[src/rtl/dmux8way16_buf_pkg.sv]
// Shared widths and helpers for the buffered 8-way 16-bit write demultiplexor.
package dmux8way16_buf_pkg;

    localparam int unsigned WORD_W = 16;
    localparam int unsigned SEL_W  = 3;
    localparam int unsigned LANES  = 8;
    localparam int unsigned CNT_W  = 16;

    typedef logic [SEL_W-1:0] lane_sel_t;

    // DMux8Way select: one-hot lane enable from a 3-bit destination
    function automatic logic [LANES-1:0] sel_decode(input lane_sel_t sel);
        sel_decode = LANES'(1) << sel;
    endfunction

endpackage

[src/rtl/dmux8way16_buf_slot.sv]
// One output lane: a single-entry holding slot with accept/drain handshake.
module dmux_slot
    import dmux8way16_buf_pkg::*;
#(
    parameter int unsigned WIDTH = WORD_W
) (
    input  logic             clk,
    input  logic             rst_n,
    input  logic             wr_en,
    input  logic [WIDTH-1:0] wr_data,
    input  logic             rd_ready,
    output logic             v,
    output logic [WIDTH-1:0] d,
    output logic             ready_c
);

    // A full slot can still take a word on the edge its consumer drains it
    assign ready_c = ~v | rd_ready;

    always_ff @(posedge clk or negedge rst_n) begin
        if (!rst_n) begin
            v <= 1'b0;
            d <= '0;
        end else if (wr_en) begin
            v <= 1'b1;
            d <= wr_data;
        end else if (v && rd_ready) begin
            v <= 1'b0;
        end
    end

endmodule

[src/rtl/dmux8way16_buf.sv]
// Buffered 8-way demultiplexor: routes one tagged word per cycle into per-lane
// holding slots that drain independently.
module dmux8way16_buf
    import dmux8way16_buf_pkg::*;
#(
    parameter int unsigned WIDTH = WORD_W
) (
    input  logic                   clk,
    input  logic                   rst_n,
    input  logic                   in_valid,
    input  logic [SEL_W-1:0]       in_sel,
    input  logic [WIDTH-1:0]       in_data,
    output logic                   in_ready,
    output logic [LANES-1:0]       out_valid,
    output logic [LANES*WIDTH-1:0] out_data,
    input  logic [LANES-1:0]       out_ready,
    output logic [LANES-1:0]       full,
    output logic [CNT_W-1:0]       count
);

    logic [LANES-1:0] sel_oh;
    logic [LANES-1:0] lane_rdy;
    logic [LANES-1:0] wr_en;
    logic             accept;

    assign sel_oh   = sel_decode(in_sel);
    assign in_ready = lane_rdy[in_sel];
    assign accept   = in_valid & in_ready;
    assign wr_en    = accept ? sel_oh : '0;
    assign full     = out_valid;

    for (genvar k = 0; k < LANES; k++) begin : g_lane
        dmux_slot #(.WIDTH(WIDTH)) u_slot (
            .clk     (clk),
            .rst_n   (rst_n),
            .wr_en   (wr_en[k]),
            .wr_data (in_data),
            .rd_ready(out_ready[k]),
            .v       (out_valid[k]),
            .d       (out_data[WIDTH*k +: WIDTH]),
            .ready_c (lane_rdy[k])
        );
    end

    // Total accepted words, wrapping
    always_ff @(posedge clk or negedge rst_n) begin
        if (!rst_n) begin
            count <= '0;
        end else if (accept) begin
            count <= count + CNT_W'(1);
        end
    end

endmodule

[config.mk]
export PLATFORM = sky130hd
export DESIGN_NAME = dmux8way16_buf
export DESIGN_NICKNAME = d
export VERILOG_FILES = /design/src/rtl/dmux8way16_buf_pkg.sv /design/src/rtl/dmux8way16_buf_slot.sv /design/src/rtl/dmux8way16_buf.sv
export SDC_FILE = /design/constraint.sdc
export NUM_CORES = 1
export LEC_CHECK = 0
export ABC_AREA = 1
export BUFFER_PORTS_ARGS = -buffer_cell sky130_fd_sc_hd__buf_4
export CORE_ASPECT_RATIO = 0.5
export CORE_MARGIN = 2
export CORE_UTILIZATION = 45
export CTS_BUF_LIST = sky130_fd_sc_hd__clkbuf_4
export CTS_CLUSTER_SIZE = 10
export DETAILED_ROUTE_END_ITERATION = 8
export GPL_ROUTABILITY_DRIVEN = 0
export PLACE_DENSITY = 0.67
export SYNTH_ARGS = -nofsm -noshare
export SYNTH_HDL_FRONTEND = slang
export SYNTH_SLANG_ARGS = --single-unit
[constraint.sdc]
create_clock -name clk -period 1.7 [get_ports clk]
set_input_delay 0.085 -clock clk [delete_from_list [all_inputs] [get_ports clk]]
set_output_delay 0.085 -clock clk [all_outputs]
set_load 0.005 [all_outputs]
==> results of run 1 <==
layout make-up:
type	count	area, sq um
fillers	1248	5130
well taps	198	248
clock inverters	15	174
clock buffers	17	128
flip-flops and latches	152	3800
inverters	40	150
multi-input cells	490	2460
repair buffers	263	2260
routing by layer:
metal / GRT usage / share of wire / up-vias
met5: 0 / 0 / -
met4: 0.0576 / 0.014 / 0
li1: - / - / 2883
met2: 0.379 / 0.47 / 216
met3: 0.0651 / 0.065 / 30
met1: 0.344 / 0.45 / 2973
layout by cell type, fill, tap and decap left out, types with 4 or more instances in the layout:
cell type | netlist | final
nand2_1 | 265 | 260
inv_1 | 37 | 35
inv_6 | 0 | 7
buf_4 | 18 | 215
o21ai_1 | 11 | 13
nor2_1 | 26 | 23
nand4_1 | 68 | 68
xor2_1 | 5 | 5
o21ai_0 | 60 | 57
dfrtp_1 | 152 | 152
dlygate4sd3_1 | 0 | 27
inv_2 | 3 | 5
nand2_2 | 0 | 4
clkbuf_4 | 0 | 17
xnor2_1 | 4 | 4
nor3_1 | 4 | 4
buf_12 | 0 | 8
nand3_1 | 25 | 24
buf_6 | 5 | 8
nand3_4 | 4 | 10
power groups by stage:
stage	clock [mW]	sequential (mW)	combinational, mW
detailed placement	0	4.91	2.50
finish	2.35	4.84	2.68
global placement	0	4.89	2.45
global route	2.56	4.92	2.97
floorplan	0	4.87	0.830
CTS	2.39	4.84	2.59
sequential cells by signal (all words and copies together), names as in the netlist:
signal / cells
g_lane.u_slot.d: 128
count: 16
g_lane.u_slot.v: 8
stage by stage:
| stage | power (mW) | cell area, sq um | util | setup WS [ns] | hold WS (ns) |
|---|---|---|---|---|---|
| 2_1_floorplan | 5.70 | 6570 | - | 0.261 | -0.211 |
| 3_3_place_gp | 7.34 | 8230 | 0.573 | 0.198 | 0.106 |
| 3_5_place_dp | 7.41 | 8230 | 0.573 | 0.131 | 0.109 |
| 4_1_cts | 9.82 | 8900 | 0.620 | -0.0336 | 0.00160 |
| 5_1_grt | 10.4 | 9220 | 0.643 | -0.122 | 0.0639 |
| 6_report | 9.87 | 9220 | 0.643 | -0.0177 | 0.0736 |
critical path: stages, from the launching register on:
cell	delay [ns]
dfrtp_1	0.43
nand2_2	0.11
nor2_4	0.04
nor2_1	0.13
nand3_2	0.10
nand2_2	0.10
buf_12	0.12
buf_6	0.22
nand3_2	0.20
nand2_1	0.13
nand2_1	0.06
worst paths after layout:
| kind | from | end | slack, ns | cells past startpoint |
|---|---|---|---|---|
| hold reg to reg | g_lane[6].u_slot.d[14] | g_lane[6].u_slot.d[14] | 0.49 | 2 |
| hold / removal | rst_n | g_lane[7].u_slot.d[10] | 0.07 | 2 |
| max in group asynchronous | rst_n | g_lane[0].u_slot.d[2] | 1.02 | 3 |
| setup reg to reg | g_lane[3].u_slot.v | g_lane[4].u_slot.d[13] | -0.02 | 10 |
| min in group clk | in_sel[0] | g_lane[0].u_slot.d[6] | 0.09 | 5 |
| setup / recovery | g_lane[3].u_slot.v | g_lane[4].u_slot.d[13] | -0.02 | 10 |
cells by family (layout without fill, tap and decap cells):
family	after synthesis	in the layout
adders and majority gates	1	1
DFF	152	152
AOI/OAI and AO/OA	71	71
and+or+nand+nor	401	409
xor gates and xnor gates	9	9
buffers and inverters	95	335
repair_timing:
item	in CTS	in global routing
cloned	1	13
hold endpoints to repair	288	0
gates resized for setup	3	29
hold buffers	27	0
pin swaps	5	5
buffers inserted	8	5
endpoints found under the setup margin	1	143
==> key figures, run 1 <==
Outcome
  • Outcome: finished with violations
  • Failing checks: negative setup slack

Synth
  • Post-synthesis sequential area ratio: 0.579
  • Simple-gate portion of the synthesized area: 0.278
  • Post-synth top cells: 265 x nand2_1, 152 x dfrtp_1, 68 x nand4_1, 60 x o21ai_0, 37 x inv_1
  • Post-synth top area cell: dfrtp_1
  • Ys Warns: 0
  • Count leader, synth: nand2_1
  • Post-synthesis compound-gate area fraction: 0.0541
  • Top FF cell, synth: dfrtp_1
  • Main combinational cell family by area after synthesis: simple AND/OR/NAND/NOR gates
  • Synthesized area per cell: 9.01 sq um
  • Post-Synth XOR/XNOR Area: 0.0120
  • Post-synth EDFFs: 0
  • Multiplexer share of the synthesized area: 0
  • Ranking of synthesized cells by area: dfrtp_1 58%, nand2_1 15%, nand4_1 6.5%
  • Area share of the largest cell type after synthesis: 0.579
  • Synth unique cells: 26
  • Post-synth ARST share: 1.00
  • Synthesized flop and latch total: 152
  • Mapped Cells: 729
  • Synthesized Nets: 760
  • Synth Area in Adders: 0.00190
  • Synthesized cell area: 0.00657 sq mm

Routing
  • Routed len/inst: 17.2 um
  • Iter 0 DRT Violations: 548
  • Routed via count: 6102
  • DRC viols: 0
  • Final antenna-violating net count: 0
  • Vias per cell: 5.19
  • Router iterations before antenna repair: 4
  • Final wirelength: 20200 um

Power
  • Internal: 6.60 mW
  • VDD IR max: 0.544 mV
  • Leakage: 4.82 nW
  • Clk pwr share: 0.238
  • Flop pwr share: 0.491
  • Sw Share: 0.331
  • Comb power frac: 0.271
  • Pwr/cell area: 1070 mW/mm^2
  • Psw: 3.27 mW

Critical path
  • WS Path Type: reg -> reg
  • Type of origin of the critical path: register
  • CP Capture Type: register
  • Arrival @ worst endpoint: 2.16 ns
  • Worst path required time: 2.14 ns
  • Max FO, Critical Path: 14

Timing
  • Slew Limit Fails: 0
  • Final Setup Violations: 4
  • Final worst path period need: 1.72 ns
  • Setup ws final: -0.0177 ns
  • Setup TNS: -0.0465 ns
  • Fmax: 582 MHz
  • Final worst-path cycle share: 1.01
  • RSZ-0062 raised after global routing: true
  • Clk_skew: 0.0198 ns
  • Endpoints failing hold: 0
  • Slew @ Worst Pin: 0.845 ns
  • Slew margin rel.: 0.434

Cells and area
  • Proportion of layout cells with a drive suffix above 1: 0.310
  • Antenna diode count: 0
  • Final nets: 995
  • Area Overhead vs Synth: 40.4%
  • Non-filler cells, final: 1175

Flow run
  • Max Cap Viol: 0

Floorplan
  • Die Wd: 175 um
  • Die Ht: 89.4 um
  • Rows: 31
  • Die Area: 0.0156 sq mm
  • Initial Utilization: 0.458
  • # IOs: 191
  • Core ar.: 0.0144 sq mm

Hold path
  • Hold Path Class: in -> async

Global routing
  • Total gr overflow: 0
  • Global-route wire length before repair: 29300 um
  • Initial antenna violation count: 0
  • Overall routing resource usage: 0.243
  • Number of global-route vias before repair: 5470
  • Largest net degree at the start of global routing: 60

Clock network
  • Clk buf depth: 2
  • CTS Sinks: 152
  • Worst skew pair latency: 0.54 ns
  • CTS root buf: clkbuf_4
  • CTS tree: yes
  • Clock slew at the register clock pins of the worst setup and hold paths: 0.14 ns
  • # H-tree levels: 4
  • CTS buffer count: 17

Placement
  • Post-DP HPWL: 13200 um
  • Buffers on Ports: 190
  • Placed cell count: 1091
No activity file was read; power rests on OpenSTA's default activity.
==> inputs of run 2 (changes only) <==
Settings changed: ABC_AREA 1 to default.
==> run 2 against run 1 <==
Effect of this change: the run still ends with negative setup slack left; total power up 2.9%; combinational power up 12%; wire length down 17%; global-route usage down 1.9 points; largest power group unchanged; synthesized cell count down 44%; worst hold slack better by 0.019 ns; area after synthesis down 5.3%; critical path type is now reg -> out.
==> key figures, run 2 <==
Outcome
  • Outcome: finished with violations
  • Failing checks: negative setup slack

Placement
  • Post-DP HPWL: 10800 um (-18%)
  • Buffers on Ports: 190 (unchanged)
  • Placed cell count: 782 (-28%)
  • Post-place instance area: 0.00811 sq mm (-1.4%)

Synth
  • Post-synth EDFFs: 0 (unchanged)
  • Synthesized area per cell: 15.3 sq um (+69%)
  • Synthesized Nets: 439 (-42%)
  • Count leader, synth: dfrtp_1
  • Area share of the largest cell type after synthesis: 0.611 (+0.0321)
  • Synth unique cells: 43 (+65%)
  • Post-synthesis sequential area ratio: 0.611 (+0.0321)
  • Synthesized cell area: 0.00622 sq mm (-5.3%)
  • Mapped Cells: 408 (-44%)
  • Post-synth ARST share: 1.00 (unchanged)
  • Ys Warns: 0 (unchanged)
  • Synthesized flop and latch total: 152 (unchanged)
  • Post-synth top area cell: dfrtp_1
  • Top FF cell, synth: dfrtp_1
  • Ranking of synthesized cells by area: dfrtp_1 61%, mux2_2 22%, buf_4 2.3%
  • Post-synth top cells: 152 x dfrtp_1, 120 x mux2_2, 19 x buf_4, 11 x nand2_1, 11 x xor2_1

Floorplan
  • Die Ht: 87.2 um (-2.5%)
  • # IOs: 191 (unchanged)
  • Initial Utilization: 0.461 (+0.00285)
  • Die Area: 0.0148 sq mm (-5.1%)
  • Rows: 30 (-3.2%)
  • Core ar.: 0.0135 sq mm (-5.8%)
  • Die Wd: 170 um (-2.6%)

Critical path
  • Max FO, Critical Path: 2 (-12)
  • Reg2reg setup slack: -0.25 ns (-0.23 ns)
  • CP Capture Type: output port
  • Worst path required time: 1.62 ns (-0.52 ns)
  • Arrival @ worst endpoint: 1.93 ns (-0.23 ns)
  • Type of origin of the critical path: register
  • WS Path Type: reg -> out

Power
  • Sw Share: 0.286 (-0.0454)
  • Comb power frac: 0.295 (+0.024)
  • Clk pwr share: 0.223 (-0.015)
  • Leakage: 4.55 nW (-5.6%)
  • VDD IR max: 0.592 mV (+8.9%)
  • Pwr/cell area: 1100 mW/mm^2 (+2.7%)
  • Tot Pwr: 10.2 mW (+2.9%)
  • Psw: 2.90 mW (-11%)
  • Internal: 7.25 mW (+9.9%)
  • Flop pwr share: 0.483 (-0.008)

Clock network
  • CTS Sinks: 152 (unchanged)
  • CTS tree: yes
  • CTS root buf: clkbuf_4
  • Worst skew pair latency: 0.54 ns (about the same)
  • CTS buffer count: 17 (unchanged)
  • Clock slew at the register clock pins of the worst setup and hold paths: 0.14 ns (about the same)
  • Clk buf depth: 2 (unchanged)
  • # H-tree levels: 4 (unchanged)

Routing
  • Final wirelength: 16800 um (-17%)
  • Routed len/inst: 19.5 um (+14%)
  • Iter 0 DRT Violations: 200 (-64%)
  • Router iterations before antenna repair: 4 (unchanged)
  • Vias per cell: 4.99 (-3.9%)
  • DRC viols: 0 (unchanged)
  • Routed via count: 4287 (-30%)
  • Final antenna-violating net count: 0 (unchanged)

Timing
  • Min Hold Slack: 0.0930 ns (+0.0194 ns)
  • Slew margin rel.: 0.766 (+0.332)
  • Clk_skew: 0.0239 ns (+0.00409 ns)
  • Fmax: 496 MHz (-15%)
  • Slew Limit Fails: 0 (unchanged)
  • Final worst-path cycle share: 1.19 (+0.176)
  • Setup ws final: -0.316 ns (-0.298 ns)
  • Final worst path period need: 2.02 ns (+0.298 ns)
  • Final Setup Violations: 69 (+65)
  • Endpoints failing hold: 0 (unchanged)
  • Slew @ Worst Pin: 0.346 ns (-0.498 ns)
  • RSZ-0062 raised after global routing: true

Global routing
  • Largest net degree at the start of global routing: 46 (-23%)
  • Global-route wire length before repair: 24900 um (-15%)
  • Overall routing resource usage: 0.224 (-0.0189)
  • Total gr overflow: 0 (unchanged)
  • Initial antenna violation count: 0 (unchanged)
  • Number of global-route vias before repair: 4460 (-18%)

Cells and area
  • Area Overhead vs Synth: 48.5%
  • Proportion of layout cells with a drive suffix above 1: 0.647 (+0.337)
  • Most common cell after layout, fill and taps aside: buf_4
  • Antenna diode count: 0 (unchanged)
  • Register area: 0.00380 sq mm (unchanged)
  • Non-filler cells, final: 859 (-27%)
  • Cell area after layout: 0.00924 sq mm (+0.20%)
  • Top reg by flops: g_lane.u_slot.d
  • Multi-input logic area: 0.00249 sq mm (+1.2%)
  • Fillers: 969 (-22%)
  • Most frequent cells in the layout: 217 x buf_4, 152 x dfrtp_1, 67 x mux2_2
  • Final nets: 701 (-30%)
  • Max reg flops: 128 (unchanged)
  • Regs by FF count: g_lane.u_slot.d: 128 flops, count: 16 flops, g_lane.u_slot.v: 8 flops

Flow run
  • Max Cap Viol: 0 (unchanged)

Hold path
  • Hold Path Class: in -> async
-- run 2: changes by cell type in the layout (fill, tap and decap cells not counted), moves of 27 or more --
| cell | previous run | this run |
|---|---|---|
| nand2_1 | 260 | 11 |
| mux2_2 | 0 | 67 |
| nand4_1 | 68 | 4 |
| mux2_4 | 0 | 62 |
| o21ai_0 | 57 | 1 |
| inv_1 | 35 | 8 |
-- run 2: logic make-up after synthesis --
kind of cell    count (synthesis)  synth area share
flops                         152             0.611
mux                           129             0.239
simple gates                   50            0.0573
buf+inv                        38            0.0412
compound gates                 23            0.0285
xor+xnor                       15            0.0211
fa+ha+maj                       1           0.00201
-- run 2: critical path, cell delays in order (launching register included) --
cell and delay [ns]:
dfrtp_1 0.36, or4bb_1 0.42, o31a_4 0.13, buf_6 0.12, a32o_2 0.27, buf_6 0.12
-- run 2: power by group through the flow --
stage | sequential [mW] | combinational [mW] | clock (mW)
6_report | 4.90 | 2.99 | 2.26
5_1_grt | 5.00 | 3.21 | 2.51
4_1_cts | 4.89 | 2.86 | 2.34
3_5_place_dp | 4.95 | 2.70 | 0
3_3_place_gp | 4.93 | 2.65 | 0
2_1_floorplan | 4.95 | 0.947 | 0
-- run 2: final timing paths --
kind,from,end,cells past startpoint
setup / recovery,g_lane[6].u_slot.v,in_ready,5
hold / removal,rst_n,g_lane[7].u_slot.d[6],3
setup reg to reg,g_lane[6].u_slot.v,g_lane[6].u_slot.d[4],8
hold reg to reg,count[15],count[15],1
max in group asynchronous,rst_n,g_lane[0].u_slot.v,3
min in group clk,in_valid,g_lane[5].u_slot.v,4
-- run 2: metal layers --
metal,global-route usage,up-vias,share of wire
met4,0.0808,0,0.010
met3,0.0686,17,0.060
li1,-,1956,-
met2,0.351,110,0.48
met1,0.300,2204,0.45
met5,0,-,0
-- run 2: final cells by class --
cell class	count	area share
Clock inverter	14	0.0160
Timing Repair Buffer	273	0.261
Sequential cell	152	0.412
Inverter	8	0.00325
Tap cell	176	0.0238
Clock buffer	18	0.0146
Multi-Input combinational cell	218	0.270
-- run 2: through the flow --
step                TNS (ns)  setup WS, ns  utilization
finish                 -8.03        -0.316        0.684
global route          -12.29        -0.413        0.684
CTS                    -4.46        -0.362        0.659
detailed placement     -1.93       -0.0752        0.600
global placement      -0.950       -0.0422        0.600
floorplan             -0.868       -0.0710            -
-- run 2: repair_timing --
item                                   4_1_cts  5_1_grt
pin swaps                                   12       18
setup endpoints to repair                   45       80
gates cloned                                 1        3
endpoints found under the hold margin      287        0
hold buffers                                25        0
setup buffers                               12        6
gates resized for setup                     36       56
==> inputs of run 3 (changes only) <==
Settings changed: PLACE_DENSITY 0.67 to 0.7.
Clock period 1.7 ns to 1.81 ns, I/O delays scaled along.
==> run 3 against run 2 <==
Effect of this change: the flow still finishes with violations (negative setup slack); non-clock buffer count shrank 17; clock skew hardly changed; flip-flop and latch count unchanged; clock-buffer cell count is 1 lower; highest routed layer unchanged.
==> key figures, run 3 (same netlist as run 2, synthesis figures left out) <==
Outcome
  • Outcome: finished with violations
  • Failing checks: negative setup slack

Cells and area
  • Proportion of layout cells with a drive suffix above 1: 0.616 (-0.0315)
  • Fillers: 1029 (+6.2%)
  • Most common cell after layout, fill and taps aside: buf_4
  • Final nets: 684 (-2.4%)
  • Area Overhead vs Synth: 40.1%
  • Top reg by flops: g_lane.u_slot.d
  • Cell area after layout: 0.00872 sq mm (-5.6%)
  • Max reg flops: 128 (unchanged)
  • Regs by FF count: g_lane.u_slot.d: 128 flops, count: 16 flops, g_lane.u_slot.v: 8 flops
  • Most frequent cells in the layout: 215 x buf_4, 152 x dfrtp_1, 114 x mux2_2
  • Antenna diode count: 0 (unchanged)

Clock network
  • Clk buf depth: 2 (unchanged)
  • Clock slew at the register clock pins of the worst setup and hold paths: 0.14 ns (about the same)
  • CTS Sinks: 152 (unchanged)
  • # H-tree levels: 4 (unchanged)
  • Worst skew pair latency: 0.54 ns (about the same)
  • CTS buffer count: 17 (unchanged)
  • CTS root buf: clkbuf_4
  • CTS tree: yes

Routing
  • Final antenna-violating net count: 0 (unchanged)
  • Routed via count: 4259 (-0.65%)
  • Final wirelength: 15900 um (-5.3%)
  • Router iterations before antenna repair: 4 (unchanged)
  • Iter 0 DRT Violations: 196 (-2.0%)
  • Vias per cell: 5.06 (+1.4%)
  • Routed len/inst: 18.9 um (-3.3%)
  • DRC viols: 0 (unchanged)

Global routing
  • Overall routing resource usage: 0.219 (-0.00574)
  • Global-route wire length before repair: 24400 um (-2.1%)
  • Largest net degree at the start of global routing: 48 (+4.3%)
  • Number of global-route vias before repair: 4346 (-2.6%)
  • Total gr overflow: 0 (unchanged)
  • Initial antenna violation count: 0 (unchanged)

Timing
  • Endpoints failing hold: 0 (unchanged)
  • Setup ws final: -0.167 ns (+0.149 ns)
  • Fmax: 506 MHz
  • RSZ-0062 raised after global routing: true
  • Final Setup Violations: 19 (-72%)
  • Slew @ Worst Pin: 0.465 ns (+0.118 ns)
  • Final worst path period need: 1.98 ns
  • Clk_skew: 0.0239 ns (+0.0000207 ns)
  • Slew margin rel.: 0.690 (-0.0755)
  • Slew Limit Fails: 0 (unchanged)
  • Min Hold Slack: 0.0391 ns (-0.0539 ns)
  • Final worst-path cycle share: 1.09

Floorplan
  • # IOs: 191 (unchanged)
  • Die Wd: 170 um (unchanged)
  • Rows: 30 (unchanged)
  • Die Area: 0.0148 sq mm (unchanged)
  • Core ar.: 0.0135 sq mm (unchanged)
  • Initial Utilization: 0.461 (unchanged)
  • Die Ht: 87.2 um (unchanged)

Critical path
  • Arrival @ worst endpoint: 1.89 ns (-0.04 ns)
  • WS Path Type: reg -> out
  • Max FO, Critical Path: 2 (unchanged)
  • Type of origin of the critical path: register
  • Worst path required time: 1.72 ns (+0.10 ns)
  • CP Capture Type: output port

Placement
  • Post-DP HPWL: 10900 um (+1.1%)
  • Buffers on Ports: 190 (unchanged)
  • Post-place instance area: 0.00797 sq mm (-1.7%)

Power
  • Leakage: 4.26 nW (-6.4%)
  • Pwr/cell area: 1100 mW/mm^2 (+0.21%)
  • VDD IR max: 0.506 mV (-15%)

Hold path
  • Hold Path Class: in -> async

Flow run
  • Max Cap Viol: 0 (unchanged)
-- run 3: worst paths after layout --
check | startpoint | slack, ns | depth (start not counted) | to
worst max-delay path | g_lane[6].u_slot.v | -0.17 | 4 | in_ready
worst min-delay path | rst_n | 0.04 | 2 | g_lane[6].u_slot.d[3]
worst max register to register | g_lane[6].u_slot.v | -0.09 | 7 | g_lane[4].u_slot.d[0]
worst min register to register | count[15] | 0.51 | 1 | count[15]
max in group asynchronous | rst_n | 1.12 | 3 | g_lane[5].u_slot.d[12]
min in group clk | out_ready[3] | 0.13 | 4 | g_lane[3].u_slot.v
-- run 3: power breakdown --
| part | switching [mW] | total, mW | internal (mW) | leakage (nW) |
|---|---|---|---|---|
| Clock | 1.33 | 2.45 | 1.12 | 0.167 |
| Sequential | 0.462 | 4.58 | 4.12 | 1.84 |
| Combinational | 0.914 | 2.57 | 1.65 | 2.25 |
| Total | 2.70 | 9.60 | 6.90 | 4.26 |
-- run 3: through the flow --
stage | setup WS [ns] | instances | TNS [ns] | utilization | total power [mW]
3_5_place_dp | -0.0301 | 776 | -0.158 | 0.590 | 7.15
6_report | -0.167 | 842 | -1.32 | 0.645 | 9.60
4_1_cts | -0.158 | 838 | -0.399 | 0.641 | 9.69
2_1_floorplan | 0.0159 | 408 | 0 | - | 5.51
5_1_grt | -0.248 | 842 | -3.30 | 0.645 | 10.1
3_3_place_gp | 0.00870 | 776 | 0 | 0.590 | 7.08
-- run 3: cell type report --
cell class                 instances  area (sq um)  area share
sequential                       152          3800       0.436
multi-input combinational        218          2210       0.254
timing repair buffer             256          2110       0.242
tap                              176           220      0.0253
clock inverter                    15           211      0.0243
clock buffer                      17           128      0.0146
inverter                           8          30.0     0.00344
-- run 3: worst max-delay path: stages, from the launching register on --
cell	delay, ns
dfrtp_1	0.36
or4bb_1	0.45
o31a_4	0.16
a32o_1	0.26
buf_4	0.13
-- run 3: timing repair --
action                                  in CTS  in global routing
endpoints found under the setup margin      18                 59
gates resized for setup                     13                  9
pin swaps                                    1                  1
cloned                                       0                  1
setup buffers                                4                  3
hold endpoints to repair                   288                  0
hold buffers                                26                  0
-- run 3: layer usage --
| metal | vias up | share of wire | global-route usage |
|---|---|---|---|
| li1 | 1924 | - | - |
| met1 | 2197 | 0.44 | 0.289 |
| met2 | 114 | 0.49 | 0.356 |
| met3 | 24 | 0.054 | 0.0582 |
| met4 | 0 | 0.015 | 0.0738 |
| met5 | - | 0 | 0 |
